**config.mk**
```make
export PLATFORM = sky130hd
export DESIGN_NAME = simplez_loader_flat
export DESIGN_NICKNAME = d
export VERILOG_FILES = /design/src/rtl/simplez_loader_if.sv /design/src/rtl/simplez_loader.sv /design/src/flat_wrapper.sv
export SDC_FILE = /design/constraint.sdc
export NUM_CORES = 1
export LEC_CHECK = 0
export ABC_CLOCK_PERIOD_IN_PS = 3100
export CAP_MARGIN = 20
export CORE_MARGIN = 5
export CORE_UTILIZATION = 55
export CTS_CLUSTER_DIAMETER = 200
export CTS_CLUSTER_SIZE = 40
export DETAILED_ROUTE_END_ITERATION = 6
export GPL_TIMING_DRIVEN = 0
export PLACE_DENSITY = 0.86
export SYNTH_ARGS = -nofsm -noshare
export SYNTH_HDL_FRONTEND = slang
export SYNTH_SLANG_ARGS = --single-unit
export TNS_END_PERCENT = 100
```
**constraint.sdc**
```tcl
create_clock -name clk -period 3.1 [get_ports clk]
set_input_delay 0.62 -clock clk [delete_from_list [all_inputs] [get_ports clk]]
set_output_delay 0.62 -clock clk [all_outputs]
set_load 0.1 [all_outputs]
```
**src/rtl/simplez_loader_if.sv**
```systemverilog
// Byte-receive and program-memory write bus of the Simplez serial loader.
// The loader takes the master view: it consumes received bytes and drives
// the memory write port. The slave view belongs to the UART/memory side.
interface simplez_loader_if;
  logic [7:0]  rx_data;
  logic        rx_valid;
  logic [8:0]  mem_addr;
  logic [11:0] mem_data;
  logic        mem_wr;

  modport master (
    input  rx_data,
    input  rx_valid,
    output mem_addr,
    output mem_data,
    output mem_wr
  );

  modport slave (
    output rx_data,
    output rx_valid,
    input  mem_addr,
    input  mem_data,
    input  mem_wr
  );
endinterface

```
**src/rtl/simplez_loader.sv**
```systemverilog
// Simplez serial program loader.
// Parses frames  A5 | CNT_H | CNT_L | {HI LO} x count | CHK  from the UART,
// writes each 12-bit word into program memory and releases the CPU reset only
// after a frame whose checksum matches. Everything runs on the falling clock
// edge so the memory and CPU see stable write data on their own edges.
module simplez_loader #(
  parameter int MAXW = 512
) (
  input  logic              clk,
  input  logic              rstn,
  simplez_loader_if.master  bus,
  output logic              cpu_rstn,
  output logic              busy,
  output logic              err
);

  typedef enum logic [2:0] {
    SYNC  = 3'd0,
    CNT_H = 3'd1,
    CNT_L = 3'd2,
    DAT_H = 3'd3,
    DAT_L = 3'd4,
    CHK   = 3'd5,
    RUN   = 3'd6,
    ERR   = 3'd7
  } state_t;

  localparam logic [7:0]  SYNC_BYTE = 8'hA5;
  localparam logic [10:0] MAXW_C    = 11'(MAXW);

  // Modulo-256 running sum of payload bytes.
  function automatic logic [7:0] chk_add(input logic [7:0] acc, input logic [7:0] b);
    chk_add = acc + b;
  endfunction

  // States in which a frame is being received.
  function automatic logic state_is_busy(input state_t s);
    case (s)
      CNT_H, CNT_L, DAT_H, DAT_L, CHK: state_is_busy = 1'b1;
      default:                         state_is_busy = 1'b0;
    endcase
  endfunction

  state_t      state_r,    state_nxt_s;
  logic [1:0]  cnt_hi_r,   cnt_hi_nxt_s;
  logic [9:0]  remain_r,   remain_nxt_s;
  logic [8:0]  addr_r,     addr_nxt_s;
  logic [3:0]  hi_r,       hi_nxt_s;
  logic [7:0]  chk_r,      chk_nxt_s;
  logic [8:0]  mem_addr_r, mem_addr_nxt_s;
  logic [11:0] mem_data_r, mem_data_nxt_s;
  logic        mem_wr_r,   mem_wr_nxt_s;
  logic        cpu_rstn_r, cpu_rstn_nxt_s;
  logic        busy_r,     busy_nxt_s;
  logic        err_r,      err_nxt_s;
  logic [9:0]  count_s;

  // Frame parser: next state, datapath updates and next registered outputs.
  always_comb begin
    state_nxt_s    = state_r;
    cnt_hi_nxt_s   = cnt_hi_r;
    remain_nxt_s   = remain_r;
    addr_nxt_s     = addr_r;
    hi_nxt_s       = hi_r;
    chk_nxt_s      = chk_r;
    mem_addr_nxt_s = mem_addr_r;
    mem_data_nxt_s = mem_data_r;
    mem_wr_nxt_s   = 1'b0;
    count_s        = {cnt_hi_r, bus.rx_data};

    if (bus.rx_valid) begin
      case (state_r)
        SYNC, RUN, ERR: begin
          // Outside a frame only the sync byte matters; program I/O is ignored.
          if (bus.rx_data == SYNC_BYTE) begin
            state_nxt_s = CNT_H;
          end else begin
            state_nxt_s = state_r;
          end
        end
        CNT_H: begin
          cnt_hi_nxt_s = bus.rx_data[1:0];
          state_nxt_s  = CNT_L;
        end
        CNT_L: begin
          remain_nxt_s = count_s;
          addr_nxt_s   = 9'd0;
          chk_nxt_s    = 8'h00;
          if ({1'b0, count_s} > MAXW_C) begin
            state_nxt_s = ERR;
          end else if (count_s == 10'd0) begin
            state_nxt_s = CHK;
          end else begin
            state_nxt_s = DAT_H;
          end
        end
        DAT_H: begin
          hi_nxt_s    = bus.rx_data[3:0];
          chk_nxt_s   = chk_add(chk_r, bus.rx_data);
          state_nxt_s = DAT_L;
        end
        DAT_L: begin
          mem_wr_nxt_s   = 1'b1;
          mem_addr_nxt_s = addr_r;
          mem_data_nxt_s = {hi_r, bus.rx_data};
          chk_nxt_s      = chk_add(chk_r, bus.rx_data);
          addr_nxt_s     = addr_r + 9'd1;
          remain_nxt_s   = remain_r - 10'd1;
          if (remain_r == 10'd1) begin
            state_nxt_s = CHK;
          end else begin
            state_nxt_s = DAT_H;
          end
        end
        CHK: begin
          if (bus.rx_data == chk_r) begin
            state_nxt_s = RUN;
          end else begin
            state_nxt_s = ERR;
          end
        end
        default: state_nxt_s = SYNC;
      endcase
    end else begin
      state_nxt_s = state_r;
    end

    // Status outputs are registered from the state being entered, so they
    // change on the same edge as the state itself.
    busy_nxt_s     = state_is_busy(state_nxt_s);
    cpu_rstn_nxt_s = (state_nxt_s == RUN);
    err_nxt_s      = (state_nxt_s == ERR);
  end

  // State and datapath registers, synchronous active-low reset, falling edge.
  always_ff @(negedge clk) begin
    if (!rstn) begin
      state_r    <= SYNC;
      cnt_hi_r   <= 2'd0;
      remain_r   <= 10'd0;
      addr_r     <= 9'd0;
      hi_r       <= 4'd0;
      chk_r      <= 8'h00;
      mem_addr_r <= 9'd0;
      mem_data_r <= 12'd0;
      mem_wr_r   <= 1'b0;
      cpu_rstn_r <= 1'b0;
      busy_r     <= 1'b0;
      err_r      <= 1'b0;
    end else begin
      state_r    <= state_nxt_s;
      cnt_hi_r   <= cnt_hi_nxt_s;
      remain_r   <= remain_nxt_s;
      addr_r     <= addr_nxt_s;
      hi_r       <= hi_nxt_s;
      chk_r      <= chk_nxt_s;
      mem_addr_r <= mem_addr_nxt_s;
      mem_data_r <= mem_data_nxt_s;
      mem_wr_r   <= mem_wr_nxt_s;
      cpu_rstn_r <= cpu_rstn_nxt_s;
      busy_r     <= busy_nxt_s;
      err_r      <= err_nxt_s;
    end
  end

  assign bus.mem_addr = mem_addr_r;
  assign bus.mem_data = mem_data_r;
  assign bus.mem_wr   = mem_wr_r;
  assign cpu_rstn     = cpu_rstn_r;
  assign busy         = busy_r;
  assign err          = err_r;

endmodule

```
**src/flat_wrapper.sv**
```systemverilog
// flat-port wrapper written by rule: the top's interface ports become plain ports
module simplez_loader_flat 
#(
  parameter int MAXW = 512
)
  (clk, rstn, cpu_rstn, busy, err, bus_rx_data, bus_rx_valid, bus_mem_addr, bus_mem_data, bus_mem_wr);
  simplez_loader_if bus_i ();
  input  logic clk;
  input  logic rstn;
  output logic cpu_rstn;
  output logic busy;
  output logic err;
  input wire logic [$bits(bus_i.rx_data)-1:0] bus_rx_data;
  input wire logic [$bits(bus_i.rx_valid)-1:0] bus_rx_valid;
  output wire logic [$bits(bus_i.mem_addr)-1:0] bus_mem_addr;
  output wire logic [$bits(bus_i.mem_data)-1:0] bus_mem_data;
  output wire logic [$bits(bus_i.mem_wr)-1:0] bus_mem_wr;
  assign bus_i.rx_data = bus_rx_data;
  assign bus_i.rx_valid = bus_rx_valid;
  assign bus_mem_addr = bus_i.mem_addr;
  assign bus_mem_data = bus_i.mem_data;
  assign bus_mem_wr = bus_i.mem_wr;
  simplez_loader #(.MAXW(MAXW)) u_core (.clk(clk), .rstn(rstn), .bus(bus_i), .cpu_rstn(cpu_rstn), .busy(busy), .err(err));
endmodule
```
==> flow_metrics.env <==
export IMPL_outcome="complete, but fails checks"
export IMPL_violations="design-rule violations, negative setup slack"
export IMPL_yosys_cell_types_count=51
export IMPL_syn_avg_cell_area_um2=7.77
export IMPL_skew_ns=0.0467
export IMPL_cts_inserted_buffers=9
export IMPL_io_pins=36
export IMPL_die_area_mm2=0.00704
export IMPL_cap_violations=0
export IMPL_ys_ff_latch=61
export IMPL_grt_pass1_vias=3737
export IMPL_async_reset_ff_share_pct=0
export IMPL_critPathRequiredTime_ns=1.87
export IMPL_cts_htree_levels=3
export IMPL_core_area_mm2=0.00541
export IMPL_cts_sinks=61
export IMPL_drt_total_wl_um=13000
export IMPL_grt_overflow=0
export IMPL_core_rowCount=27
export IMPL_finalPower_uw=2120
export IMPL_syn_nets=409
export IMPL_layout_drive_gt1_share_pct=30.0
export IMPL_post_drt_via_cell_ratio=6.64
export IMPL_cts_root_buffer="clkbuf_8"
export IMPL_arrival_ns=2.47
export IMPL_die_y_um=83.9
export IMPL_endpoint_kind="flip-flop"
export IMPL_netlist_instances=387
export IMPL_grtUsageTotal_pct=31.8
export IMPL_hold_buffers=0
export IMPL_antenna_cells=0
export IMPL_cts_max_path_buffers=2
export IMPL_drt_iter0_drc=675
export IMPL_wl_per_cell_um=22.2
export IMPL_synth_top_area_share_pct=40.6
export IMPL_grt_pass1_wl_um=17900
export IMPL_setup_violations=30
export IMPL_holdCritPathClass="reg -> reg"
export IMPL_crit_fanout=4
export IMPL_synth_top_area_cell="dfxtp_1"
export IMPL_initial_core_util_pct=55.6
export IMPL_place_hpwl_um=5390
export IMPL_tritoncts="built"
export IMPL_antenna_found_initial=0
export IMPL_synth_area_leaders="dfxtp_1 (41%), nand2_1 (7.9%), a21oi_1 (7.7%)"
export IMPL_grt_max_degree=11
export IMPL_worst_slew_pin_slew_ns=0.928
export IMPL_startpoint_type="primary input"
export IMPL_holdWs_ns=0.473
export IMPL_first_pass_iters=7
export IMPL_gp_congestion=0.958
export IMPL_synth_edf_count=0
export IMPL_yosysWarnings=0
export IMPL_maxSlewHeadroom_pct=37.5
export IMPL_netlist_area_mm2=0.00301
export IMPL_via_count=3886
export IMPL_ir_drop_uv=450
export IMPL_setup_ws_ns=-0.598
export IMPL_ys_flop_type="dfxtp_1"
export IMPL_drc=45
export IMPL_hold_violations=0
export IMPL_slew_viol_final=0
export IMPL_rsz0062_at_grt="true"
export IMPL_p_per_area_mw_per_mm2=453
export IMPL_clk_pin_slew_ns=0.05
export IMPL_p_leak_uw=0.00199
export IMPL_drtAntennaViolNets=0
export IMPL_clkLatencyLatePin_ns=0.44
export IMPL_ys_seq_area_share_pct=40.6
export IMPL_dieWidth_um=83.9
export IMPL_numPortBuffers=34
export IMPL_area_growth_pct=55.5
export IMPL_finalNetCount=531
export IMPL_crit_type="in -> reg"
==> path summary, 6_finish.rpt <==
path                            cells after the start                    from                endpoint  slack [ns]
worst max register to register                      7       u_core.state_r[1]      u_core.remain_r[5]        0.54
worst min register to register                      2  u_core.bus.mem_data[0]  u_core.bus.mem_data[0]        0.47
worst min-delay path                                2  u_core.bus.mem_data[0]  u_core.bus.mem_data[0]        0.47
worst max-delay path                                6          bus_rx_data[5]             u_core.busy       -0.60
==> power breakdown <==
| part | total [µW] | switching [µW] | internal [µW] |
|---|---|---|---|
| Clock | 1210 | 659 | 552 |
| Sequential | 788 | 0.162 | 788 |
| Combinational | 117 | 69.1 | 47.4 |
| Total | 2120 | 728 | 1390 |
==> metrics by stage <==
stage	cell area [µm²]	instances	worst slack [ns]	util (%)	setup TNS [ns]
after CTS	4510	580	-0.554	83.4	-3.48
after global placement	3510	493	-1.63	65.0	-60.19
after floorplan	3080	387	-0.787	-	-5.03
after detailed placement	3510	493	-1.64	65.0	-61.55
after global routing	4670	585	-0.655	86.5	-6.45
final	4670	585	-0.598	86.5	-4.97
==> kinds of logic (layout without fill, tap and decap cells) <==
group | count (synthesis) | after routing | synth area share [%]
xor+xnor | 5 | 5 | 1.46
compound gates | 105 | 105 | 21.1
buf+inv | 30 | 156 | 4.33
flops | 61 | 61 | 40.6
fa+ha+maj | 11 | 11 | 4.83
simple gates | 169 | 169 | 25.6
mux | 6 | 6 | 2.00
==> metal layers <==
metal  up-vias  global-route usage [%]  routed length, µm
met5         -                       0                  0
met4         0                    21.5               1030
met3       135                    11.8               1440
met1      1764                    31.8               4330
met2       380                    54.4               6170
li1       1607                       -                  -
==> timing repair <==
item,4_1_cts,5_1_grt
setup endpoints to repair,86,70
gates resized for setup,336,39
pin swaps,31,12
endpoints found under the hold margin,0,0
buffers inserted,12,5
==> state kept, by name (all words and copies together) (netlist names) <==
signal	flops
u_core.bus.mem_wr	1
u_core.cnt_hi_r	2
u_core.state_r	3
u_core.hi_r	4
u_core.busy	1
u_core.bus.mem_addr	9
u_core.addr_r	9
u_core.cpu_rstn	1
u_core.err	1
u_core.chk_r	8
u_core.remain_r	10
u_core.bus.mem_data	12
==> worst max-delay path, stage by stage <==
cell and delay [ns]:
buf_8 0.10, or4_4 0.53, or4_4 0.51, nor3b_2 0.18, o22a_1 0.27, a211oi_2 0.26
==> cells in the mapped netlist, types with 3 or more instances <==
cell type	number
a31oi_1	5
ha_1	10
a21oi_1	46
a211oi_1	7
and2_1	3
nor3b_1	3
o22ai_1	4
nor2_1	53
nand3_1	11
o21ai_0	17
and3_1	4
mux2i_1	6
clkbuf_1	15
nand2_1	63
buf_4	4
nor2b_1	3
inv_1	8
a22oi_1	5
nand4_1	3
nor3_1	8
o21a_1	3
or3_1	3
dfxtp_1	61
xnor2_1	3
nand3b_1	3
nor4_1	3
==> final cells by class <==
type / instances / area, µm²
well taps: 72 / 90.1
multi-input cells: 296 / 1940
plain buffers: 21 / 141
clock inverters: 67 / 314
repair buffers: 51 / 779
clock buffers: 9 / 124
inverters: 8 / 30.0
flip-flops and latches: 61 / 1250
fillers: 241 / 731
==> placed cells by master, fill, tap and decap left out, drive strengths merged, types with 2 or more instances in the layout <==
cell	n
dfxtp	61
buf	58
nand2	63
xor2	2
a211oi	8
nor3	9
nand3b	3
nand3	11
o21a	3
nand4	3
a22oi	5
inv	70
nand2b	2
bufinv	2
or3	3
nor3b	3
a31oi	5
nor2	53
o21ai	19
clkbuf	21
mux2i	6
and2	4
a21oi	46
nor4	3
clkinvlp	2
ha	10
o21bai	2
a21o	2
and3	4
or4	4
nor2b	3
o22ai	4
xnor2	3
Note: power is estimated with default switching activity, not from simulation.
